<file path="src/rtl/vending_pkg.sv">
// Shared types and helpers for the multi-product vending machine.
// Coin codes, FSM state encoding and coin value lookup.
package vending_pkg;

  typedef enum logic [1:0] {
    IDLE   = 2'd0,
    CREDIT = 2'd1,
    VEND   = 2'd2,
    CHANGE = 2'd3
  } state_t;

  localparam logic [1:0] COIN_NONE = 2'd0;
  localparam logic [1:0] COIN_1    = 2'd1;
  localparam logic [1:0] COIN_2    = 2'd2;
  localparam logic [1:0] COIN_3    = 2'd3;

  function automatic int unsigned coin_value(
    input logic [1:0]  code,
    input int unsigned v1,
    input int unsigned v2,
    input int unsigned v3
  );
    int unsigned v;
    v = 0;
    case (code)
      COIN_1:  v = v1;
      COIN_2:  v = v2;
      COIN_3:  v = v3;
      default: v = 0;
    endcase
    return v;
  endfunction

endpackage

</file>
<file path="src/rtl/vm_stock_bank.sv">
// Per-product stock counters with decrement, bulk restock
// and a sold-out flag vector.
module vm_stock_bank #(
  parameter int NUM_GOODS  = 4,
  parameter int GOODS_W    = 2,
  parameter int STOCK_W    = 4,
  parameter int STOCK_INIT = 4
) (
  input  logic               clk,
  input  logic               rst,
  input  logic               dec_en,
  input  logic [GOODS_W-1:0] dec_id,
  input  logic               restock,
  output logic [NUM_GOODS-1:0] sold_out
);

  logic [STOCK_W-1:0] stock [NUM_GOODS];

  // restock overrides a same-cycle decrement
  always_ff @(posedge clk or posedge rst) begin
    if (rst) begin
      for (int i = 0; i < NUM_GOODS; i++)
        stock[i] <= STOCK_W'(STOCK_INIT);
    end else if (restock) begin
      for (int i = 0; i < NUM_GOODS; i++)
        stock[i] <= STOCK_W'(STOCK_INIT);
    end else if (dec_en) begin
      for (int i = 0; i < NUM_GOODS; i++)
        if (dec_id == GOODS_W'(i) && stock[i] != '0)
          stock[i] <= stock[i] - STOCK_W'(1);
    end
  end

  always_comb begin
    sold_out = '0;
    for (int i = 0; i < NUM_GOODS; i++)
      sold_out[i] = (stock[i] == '0);
  end

endmodule

</file>
<file path="src/rtl/vending_machine_multi.sv">
// Multi-product coin vending FSM: credit accumulation, vend,
// change/refund, inactivity timeout and cancel.
module vending_machine_multi
  import vending_pkg::*;
#(
  parameter int NUM_GOODS  = 4,
  parameter int GOODS_W    = (NUM_GOODS > 1) ? $clog2(NUM_GOODS) : 1,
  parameter int CREDIT_W   = 8,
  parameter int MAX_CREDIT = 99,
  parameter int COIN1_VAL  = 1,
  parameter int COIN2_VAL  = 5,
  parameter int COIN3_VAL  = 10,
  parameter logic [NUM_GOODS*CREDIT_W-1:0] PRICES =
    {8'd7, 8'd5, 8'd3, 8'd2},
  parameter int STOCK_W    = 4,
  parameter int STOCK_INIT = 4,
  parameter int TIMEOUT    = 60
) (
  input  logic                 clk,
  input  logic                 rst,
  input  logic [1:0]           coin,
  input  logic                 sel_valid,
  input  logic [GOODS_W-1:0]   sel_id,
  input  logic                 cancel,
  input  logic                 restock,
  output logic [CREDIT_W-1:0]  credit,
  output logic                 vend_valid,
  output logic [GOODS_W-1:0]   vend_id,
  output logic                 change_valid,
  output logic [CREDIT_W-1:0]  change_amt,
  output logic                 coin_reject,
  output logic                 sel_fail,
  output logic [NUM_GOODS-1:0] sold_out,
  output logic                 busy
);

  localparam int TMR_W = (TIMEOUT > 1) ? $clog2(TIMEOUT) : 1;

  state_t             state;
  logic [TMR_W-1:0]   timer;
  logic [CREDIT_W:0]  coin_add;
  logic [CREDIT_W:0]  coin_sum;
  logic [CREDIT_W-1:0] price;
  logic               coin_ok;
  logic               id_ok;
  logic               sel_ok;
  logic               active;
  logic               do_cancel;
  logic               do_sel;
  logic               do_coin;
  logic               do_tmo;
  logic               has_coin;
  logic               dec_en;

  assign has_coin = (coin != COIN_NONE);
  assign coin_add = (CREDIT_W+1)'(coin_value(
    coin, COIN1_VAL, COIN2_VAL, COIN3_VAL));
  assign coin_sum = {1'b0, credit} + coin_add;
  assign coin_ok  = coin_sum <= (CREDIT_W+1)'(MAX_CREDIT);

  assign id_ok  = int'(sel_id) < NUM_GOODS;
  assign price  = id_ok ?
    PRICES[int'(sel_id)*CREDIT_W +: CREDIT_W] : '0;
  assign sel_ok = id_ok && !sold_out[sel_id] && credit >= price;

  // cancel > sel_valid > coin > timeout
  assign active    = (state == IDLE) || (state == CREDIT);
  assign do_cancel = (state == CREDIT) && cancel;
  assign do_sel    = active && !do_cancel && sel_valid;
  assign do_coin   = active && !do_cancel && !sel_valid && has_coin;
  assign do_tmo    = (state == CREDIT) && !cancel && !sel_valid &&
                     !has_coin && timer == TMR_W'(TIMEOUT - 1);
  assign dec_en    = do_sel && sel_ok;
  assign busy      = (state == VEND) || (state == CHANGE);

  always_ff @(posedge clk or posedge rst) begin
    if (rst) begin
      state        <= IDLE;
      credit       <= '0;
      timer        <= '0;
      vend_valid   <= 1'b0;
      vend_id      <= '0;
      change_valid <= 1'b0;
      change_amt   <= '0;
      coin_reject  <= 1'b0;
      sel_fail     <= 1'b0;
    end else begin
      vend_valid   <= 1'b0;
      change_valid <= 1'b0;
      change_amt   <= '0;
      coin_reject  <= 1'b0;
      sel_fail     <= 1'b0;
      unique case (state)
        IDLE, CREDIT: begin
          if (do_cancel || do_tmo) begin
            state        <= CHANGE;
            change_valid <= 1'b1;
            change_amt   <= credit;
            credit       <= '0;
            timer        <= '0;
            coin_reject  <= has_coin;
          end else if (do_sel) begin
            coin_reject <= has_coin;
            if (sel_ok) begin
              state      <= VEND;
              vend_valid <= 1'b1;
              vend_id    <= sel_id;
              credit     <= credit - price;
              timer      <= '0;
            end else begin
              sel_fail <= 1'b1;
            end
          end else if (do_coin) begin
            if (coin_ok) begin
              credit <= coin_sum[CREDIT_W-1:0];
              state  <= CREDIT;
              timer  <= '0;
            end else begin
              coin_reject <= 1'b1;
            end
          end else if (state == CREDIT) begin
            timer <= timer + TMR_W'(1);
          end
        end
        VEND: begin
          coin_reject <= has_coin;
          if (credit != '0) begin
            state        <= CHANGE;
            change_valid <= 1'b1;
            change_amt   <= credit;
            credit       <= '0;
          end else begin
            state <= IDLE;
          end
        end
        CHANGE: begin
          coin_reject <= has_coin;
          state       <= IDLE;
        end
      endcase
    end
  end

  vm_stock_bank #(
    .NUM_GOODS  (NUM_GOODS),
    .GOODS_W    (GOODS_W),
    .STOCK_W    (STOCK_W),
    .STOCK_INIT (STOCK_INIT)
  ) u_stock (
    .clk      (clk),
    .rst      (rst),
    .dec_en   (dec_en),
    .dec_id   (sel_id),
    .restock  (restock),
    .sold_out (sold_out)
  );

endmodule

</file>
<file path="config.mk">
export PLATFORM = sky130hd
export DESIGN_NAME = vending_machine_multi
export DESIGN_NICKNAME = d
export VERILOG_FILES = /design/src/rtl/vending_pkg.sv /design/src/rtl/vm_stock_bank.sv /design/src/rtl/vending_machine_multi.sv
export SDC_FILE = /design/constraint.sdc
export NUM_CORES = 1
export LEC_CHECK = 0
export ABC_AREA = 1
export ABC_CLOCK_PERIOD_IN_PS = 2620
export CAP_MARGIN = 20
export CORE_MARGIN = 3
export CORE_UTILIZATION = 31
export DETAILED_ROUTE_END_ITERATION = 7
export GPL_TIMING_DRIVEN = 1
export PLACE_DENSITY = 0.5
export SLEW_MARGIN = 20
export SYNTH_ARGS = -nofsm -noshare
export SYNTH_HDL_FRONTEND = slang
export SYNTH_SLANG_ARGS = --single-unit
</file>
<file path="constraint.sdc">
create_clock -name clk -period 2.62 [get_ports clk]
set_input_delay 0.786 -clock clk [delete_from_list [all_inputs] [get_ports clk]]
set_output_delay 0.786 -clock clk [all_outputs]
set_load 0.005 [all_outputs]
</file>
-- Word-level counts from Yosys, hierarchy flattened
Cells that the tools add are included.
- add/subtract/negate cells: 7
- $lt $le $gt $ge: 3
- equal/unequal tests: 16
- shift operators: 1
- mux-type cells: 48
- bitwise logic cells: 1
- reductions and logical operators: 52
- operators by type and width (cell ; number):
    $mux W8 ; 8
    $mux W6 ; 6
    $mux W16 ; 2
    $pmux W8 S2 ; 2
    $shiftx A32 B6 Y8 const A ; 1
    $reduce_bool A4 Y1 ; 5
    $logic_not A4 Y1 ; 4
    $mux W4 ; 4
    $sub A4 B1 Y4 const B ; 4
    $logic_and A1 B1 Y1 ; 15
    $mux W1 ; 15
    $reduce_bool A2 Y1 ; 7
    $eq A2 B2 Y1 const B ; 6
    $mux W2 ; 6
    $ne A4 B4 Y1 const B ; 3
    $pmux W4 S3 ; 1
    $add A8 B9 Y9 ; 1
    $le A9 B7 Y1 const B ; 1
    $ge A8 B8 Y1 ; 1
    $reduce_and A2 Y1 ; 4
    $reduce_and A4 Y1 ; 2
    $reduce_bool A8 Y1 ; 1
    $sub A8 B8 Y8 ; 1
    $add A6 B1 Y6 const B ; 1
    16 further kinds ; 27
- bits in registers: 46
- input port bits: 9
- word-level logic and storage cells: 141

-- Logic depth before layout (Yosys ltp)
- word-level depth: 10
- gate-level depth with buffers: 19
- gate-level depth less buffers: 18

-- Hierarchy
A second synthesis with hierarchy kept.
- cells, all modules: 455
- area, all modules: 3169.3 um^2
- modules (own cells, without submodules) (module ; times used ; cells an instance ; area each (um^2) ; seq. area each (um^2)):
    vending_machine_multi ; 1 ; 305 ; 2165.8 ; 750.7
    vm_stock_bank ; 1 ; 150 ; 1003.5 ; 405.4

-- Least setup slack after synthesis
OpenSTA, ideal clock, no wires.
- path type: input -> register
- from: input port sel_id[1]
- to: register u_stock.stock[3] (netlist name)
- data arrival time: 2543 ps
- required time: 2503 ps
- setup slack: -40 ps
- stages: 13
- buffers on the path: 0
- cell sequence: inv_1 -> nand2_1 -> ha_1 -> fa_1 -> o21ai_1 -> nor2_1 -> o21ai_2 -> nand3_2 -> or2_1 -> nor2_1 -> nand2_1 -> nand2_1 -> nor2_1
- longest elaborated chain between the ends: 7
- RTL lines (what ; RTL line ; text):
    start: declaration ; vending_machine_multi.sv:23 ; input logic [GOODS_W-1:0] sel_id,
    parallel branches: the longest is 6 deep, another holds $ge A8 B8 Y1 ; -- ;
    $reduce_and A2 Y1 (no source line) (*) ; -- ;
    end signal: indexed assignment ; vm_stock_bank.sv:23 ; stock[i] <= STOCK_W'(STOCK_INIT);
    end signal: indexed assignment ; vm_stock_bank.sv:26 ; stock[i] <= STOCK_W'(STOCK_INIT);
    end signal: indexed assignment ; vm_stock_bank.sv:30 ; stock[i] <= stock[i] - STOCK_W'(1);
    end: declaration ; vm_stock_bank.sv:17 ; logic [STOCK_W-1:0] stock [NUM_GOODS];
Mark *: on every way between the ends. The select of a mux whose other input is x is not followed.
A chain may end at the register's enable or synchronous reset.

-- Worst setup path after layout
- from: register u_stock.stock[12] (netlist name)
- to: output port sold_out[0]
- longest elaborated chain between the ends: 1
- RTL lines (what ; RTL line ; text):
    $logic_not A4 Y1 ; vm_stock_bank.sv:37 ; sold_out[i] = (stock[i] == '0);
    end: declaration ; vending_machine_multi.sv:33 ; output logic [NUM_GOODS-1:0] sold_out,
Every way passes these cells.

==> flow_summary.html <==
<table>
<tr><th>Metric</th><th>Value</th></tr>
<tr><th colspan="2">STA</th></tr>
<tr><td>Actual slew at the worst max-slew pin</td><td>roughly 560 ps</td></tr>
<tr><td>Minimum clock period</td><td>2520 ps</td></tr>
<tr><td>Final slew viol count</td><td>0</td></tr>
<tr><td>Highest clock rate</td><td>397 MHz</td></tr>
<tr><td>Minimum hold slack</td><td>492 ps</td></tr>
<tr><td>Setup slack of the critical path after layout</td><td>103 ps</td></tr>
<tr><td>Clock Skews</td><td>11.0 ps</td></tr>
<tr><td>Final number of hold-violating endpoints</td><td>0</td></tr>
<tr><td>Final setup violation count</td><td>0</td></tr>
<tr><td>Worst relative slew slack</td><td>62.5%</td></tr>
<tr><td>Final clock period utilization by the worst path</td><td>between 90% and 100%</td></tr>
<tr><th colspan="2">Power</th></tr>
<tr><td>Share of total power consumed by net switching</td><td>a little over two fifths</td></tr>
<tr><td>Post-layout total power</td><td>4.34 mW</td></tr>
<tr><td>Power spent charging and discharging nets</td><td>1.86 mW</td></tr>
<tr><td>Proportion of power drawn by flip-flops and latches</td><td>28.1%</td></tr>
<tr><td>Clk network pwr share</td><td>12.9%</td></tr>
<tr><td>Worst vdd ir</td><td>between 0.3 and 0.4 mV</td></tr>
<tr><td>Power per cell area</td><td>about 1000 nW/µm²</td></tr>
<tr><td>Internal power</td><td>2.48 mW</td></tr>
<tr><td>Leakage power of the design</td><td>2.00 nW</td></tr>
<tr><td>Combinational share of power</td><td>59.0%</td></tr>
<tr><th colspan="2">Finish</th></tr>
<tr><td>Antenna diode count</td><td>0</td></tr>
<tr><td>Highest-count cells in the layout ignoring fill and taps</td><td>nand2_1, buf_4, dfrtp_1</td></tr>
<tr><td>Leading cell type in the layout, fill and taps excluded</td><td>nand2_1</td></tr>
<tr><td>Synth-to-Final Area Change</td><td>38.8%</td></tr>
<tr><td>Number of nets in the layout</td><td>517</td></tr>
<tr><td>Share of cells above drive strength 1</td><td>between 20 and 30%</td></tr>
<tr><th colspan="2">Floorplan</th></tr>
<tr><td>Core ar.</td><td>9280 µm²</td></tr>
<tr><td>Number of top-level pins</td><td>36</td></tr>
<tr><td>Starting Density</td><td>32.1%</td></tr>
<tr><td>Die area</td><td>10,800 µm²</td></tr>
<tr><td>Width of the die</td><td>104 µm</td></tr>
<tr><td>Die H</td><td>104 µm</td></tr>
<tr><td>Site Rows</td><td>35</td></tr>
<tr><th colspan="2">Logic synthesis</th></tr>
<tr><td>#FFs+latches synth</td><td>46</td></tr>
<tr><td>Area fraction in compound gates after synthesis</td><td>roughly 8.9%</td></tr>
<tr><td>Count of synthesis-stage warnings from yosys</td><td>0</td></tr>
<tr><td>Share of async-settable or async-resettable flops after synthesis</td><td>100%</td></tr>
<tr><td>Main combinational cell family by area after synthesis</td><td>simple AND/OR/NAND/NOR gates</td></tr>
<tr><td>Unique cell type count in the Yosys netlist</td><td>36</td></tr>
<tr><td>Prevailing post-synth register cell</td><td>dfrtp_1</td></tr>
<tr><td>Mapped Cells</td><td>~410</td></tr>
<tr><td>EDFF count, synth</td><td>0</td></tr>
<tr><td>Fraction of synthesized cell area in xor and xnor cells</td><td>3.23%</td></tr>
<tr><td>Mean Syn Cell Area</td><td>7.37 µm²</td></tr>
<tr><td>Adder-cell share of the synthesized area</td><td>6.96%</td></tr>
<tr><td>Share of the yosys chip area belonging to registers</td><td>around 39%</td></tr>
<tr><td>Post-synthesis share of cell area spent on and, or, nand and nor gates</td><td>33.9%</td></tr>
<tr><td>Synthesized net count</td><td>430</td></tr>
<tr><td>Mux share of post-synthesis cell area</td><td>0%</td></tr>
<tr><td>Netlist area before placement</td><td>2980 µm²</td></tr>
<tr><th colspan="2">Detailed routing</th></tr>
<tr><td>Remaining antenna violation count</td><td>0</td></tr>
<tr><td>Average via count per standard cell</td><td>4.64</td></tr>
<tr><td>WL per Instance</td><td>12.6 µm</td></tr>
<tr><td>First DRT Iteration DRCs</td><td>between 90 and 100</td></tr>
<tr><td>Routed WL</td><td>7840 µm</td></tr>
<tr><td>Number of DRC violations after detailed routing</td><td>0</td></tr>
<tr><td>Total vias in the final route</td><td>between 2,000 and 3,000</td></tr>
<tr><td>Total iterations of the first detailed-routing run</td><td>4</td></tr>
<tr><th colspan="2">Clocking</th></tr>
<tr><td>Total of hold buffers inserted after clock tree synthesis</td><td>0</td></tr>
<tr><td>H-tree level count</td><td>2</td></tr>
<tr><td>Clock tree from TritonCTS</td><td>yes</td></tr>
<tr><td>Buffer cell driving the clock tree root</td><td>clkbuf_8</td></tr>
<tr><td>Maximum buffer depth of the clock tree</td><td>2</td></tr>
<tr><td>Clock sink count</td><td>46</td></tr>
<tr><td>Total CTS buffers</td><td>5</td></tr>
<tr><td>Clock network latency to the later pin of the worst-skew pair</td><td>300 ps</td></tr>
<tr><td>Clock transition at the registers of the reported paths</td><td>90 ps</td></tr>
<tr><th colspan="2">Worst setup path</th></tr>
<tr><td>Maximum fanout along the worst path</td><td>3</td></tr>
<tr><td>Critical path data arrival time</td><td>around 1700 ps</td></tr>
<tr><td>Worst Setup Path Type</td><td>reg2out</td></tr>
<tr><td>Library cell contributing the largest single delay on the critical path</td><td>clkdlybuf4s50_1</td></tr>
<tr><td>Delay of the slowest critical-path stage</td><td>530 ps</td></tr>
<tr><td>Most used cell along the critical path</td><td>inv_1</td></tr>
<tr><td>Setup slack of the worst register-to-register path</td><td>360 ps</td></tr>
<tr><td>Worst R2R Start</td><td>credit[1]</td></tr>
<tr><td>Setup crit end</td><td>sold_out[0]</td></tr>
<tr><td>Crit path cell chain</td><td>inv_1, ha_1, inv_1, nor3_4, clkdlybuf4s50_1</td></tr>
<tr><td>Source of the critical timing path</td><td>u_stock.stock[12]</td></tr>
<tr><td>Endpoint class of the critical path</td><td>output port</td></tr>
<tr><td>Required time at the endpoint of the critical path</td><td>1830 ps</td></tr>
<tr><td>Worst-case reg-to-reg path depth</td><td>17</td></tr>
<tr><td>CP startpoint kind</td><td>flip-flop</td></tr>
<tr><td>Worst r2r dst</td><td>credit[3]</td></tr>
<tr><th colspan="2">Run</th></tr>
<tr><td>Max_cap viols</td><td>0</td></tr>
<tr><th colspan="2">Placement</th></tr>
<tr><td>Pre-CTS WS</td><td>-739 ps</td></tr>
<tr><td>Port-buffer cells</td><td>35</td></tr>
<tr><td>Routability congestion estimate from global placement</td><td>0.836</td></tr>
<tr><td>Detailed-placement wirelength estimate</td><td>approximately 6000 µm</td></tr>
<tr><th colspan="2">Status</th></tr>
<tr><td>Outcome</td><td>finished, final reports clean</td></tr>
<tr><th colspan="2">Global route</th></tr>
<tr><td>Global-route wire length before repair</td><td>between 10,000 and 15,000 µm</td></tr>
<tr><td>Pin count of the biggest net entering global routing</td><td>29</td></tr>
<tr><td>Number of global-route vias before repair</td><td>about 2,800</td></tr>
<tr><td>Combined global-route utilization of all metal layers</td><td>15.2%</td></tr>
<tr><td>Initial antenna violation count</td><td>0</td></tr>
<tr><td>Total global routing overflow</td><td>0</td></tr>
<tr><th colspan="2">Worst hold path</th></tr>
<tr><td>Depth of the worst hold-timing path</td><td>2</td></tr>
<tr><td>Type of the worst min-delay path</td><td>reg2reg</td></tr>
</table>
[power by group through the flow]
stage          sequential (mW)  clock (mW)  combinational, mW
2_1_floorplan             1.16           0               1.38
3_3_place_gp              1.22           0               2.25
3_5_place_dp              1.22           0               2.27
4_1_cts                   1.21       0.573               2.46
5_1_grt                   1.26       0.602               2.88
6_report                  1.22       0.558               2.56
[routing by layer]
layer	wire length, µm	GRT usage (%)	up-vias	part of all wire [%]
li1	-	-	1479	-
met1	3710	20.7	1339	47
met2	3730	24.8	54	48
met3	265	2.36	11	3.4
met4	131	4.37	0	1.7
met5	0	0	-	0
[final cells by class]
type	count	area (µm²)
clock buffer	7	86.3
clock inverter	1	30.0
fill	983	5140
inverter	52	195
multi-input combinational	303	1800
sequential	46	1160
tap	129	161
timing repair buffer	84	717
[sequential cells by signal, indices dropped and copies added (netlist names), 2 cells and up]
| signal | flops |
|---|---|
| change_amt | 8 |
| credit | 8 |
| state | 2 |
| timer | 6 |
| u_stock.stock | 16 |
| vend_id | 2 |
[cell families after synthesis]
| group | after synthesis |
|---|---|
| adders and majority gates | 16 |
| buffers and inverters | 59 |
| and+or+nand+nor | 226 |
| DFF | 46 |
| xor gates and xnor gates | 11 |
| AOI/OAI and AO/OA | 47 |
[how the worst min path moves through the flow]
stage                           startpoint                to  slack [ps]
after floorplan           u_stock.stock[1]  u_stock.stock[1]         450
after global placement          vend_id[0]        vend_id[0]         470
after detailed placement  u_stock.stock[0]  u_stock.stock[0]         480
after CTS                 u_stock.stock[0]  u_stock.stock[0]         500
after global routing            vend_id[0]        vend_id[0]         530
final                     u_stock.stock[0]  u_stock.stock[0]         490
[per-stage QoR]
stage	instance area [µm²]	std cells	TNS, ps	utilization, %
5_1_grt	4140	622	-111	44.6
2_1_floorplan	2990	405	0	-
3_5_place_dp	3780	604	-20900	40.7
3_3_place_gp	3780	604	-20080	40.7
6_report	4140	622	0	44.6
4_1_cts	4030	619	0	43.4
[cells in the mapped netlist, types with 4 or more instances]
cell	n	area, µm²
inv_1	46	173
nand2_1	112	420
xnor2_1	4	35.0
o21ai_1	8	40.0
dfstp_2	4	105
ha_1	15	188
inv_2	5	18.8
a21oi_1	9	45.0
o31ai_1	6	45.0
nor3_1	15	75.1
dfrtp_1	42	1050
xor2_1	7	61.3
nand3_1	36	180
nor2_1	39	146
o21ai_0	20	100
[critical path, delay by kind of cell, from the launching register on]
kind | cells | cell delay, ps
DFF | 1 | 410
buffers and inverters | 3 | 680
adders and majority gates | 1 | 180
and+or+nand+nor | 1 | 160
[what timing repair did]
item / CTS / global route
gates resized for setup: 29 / 37
pin swaps: 11 / 19
setup endpoints to repair: 33 / 32
buffers inserted: 4 / 3
cloned: 3 / 0
Power figures use the tool's default switching activity.
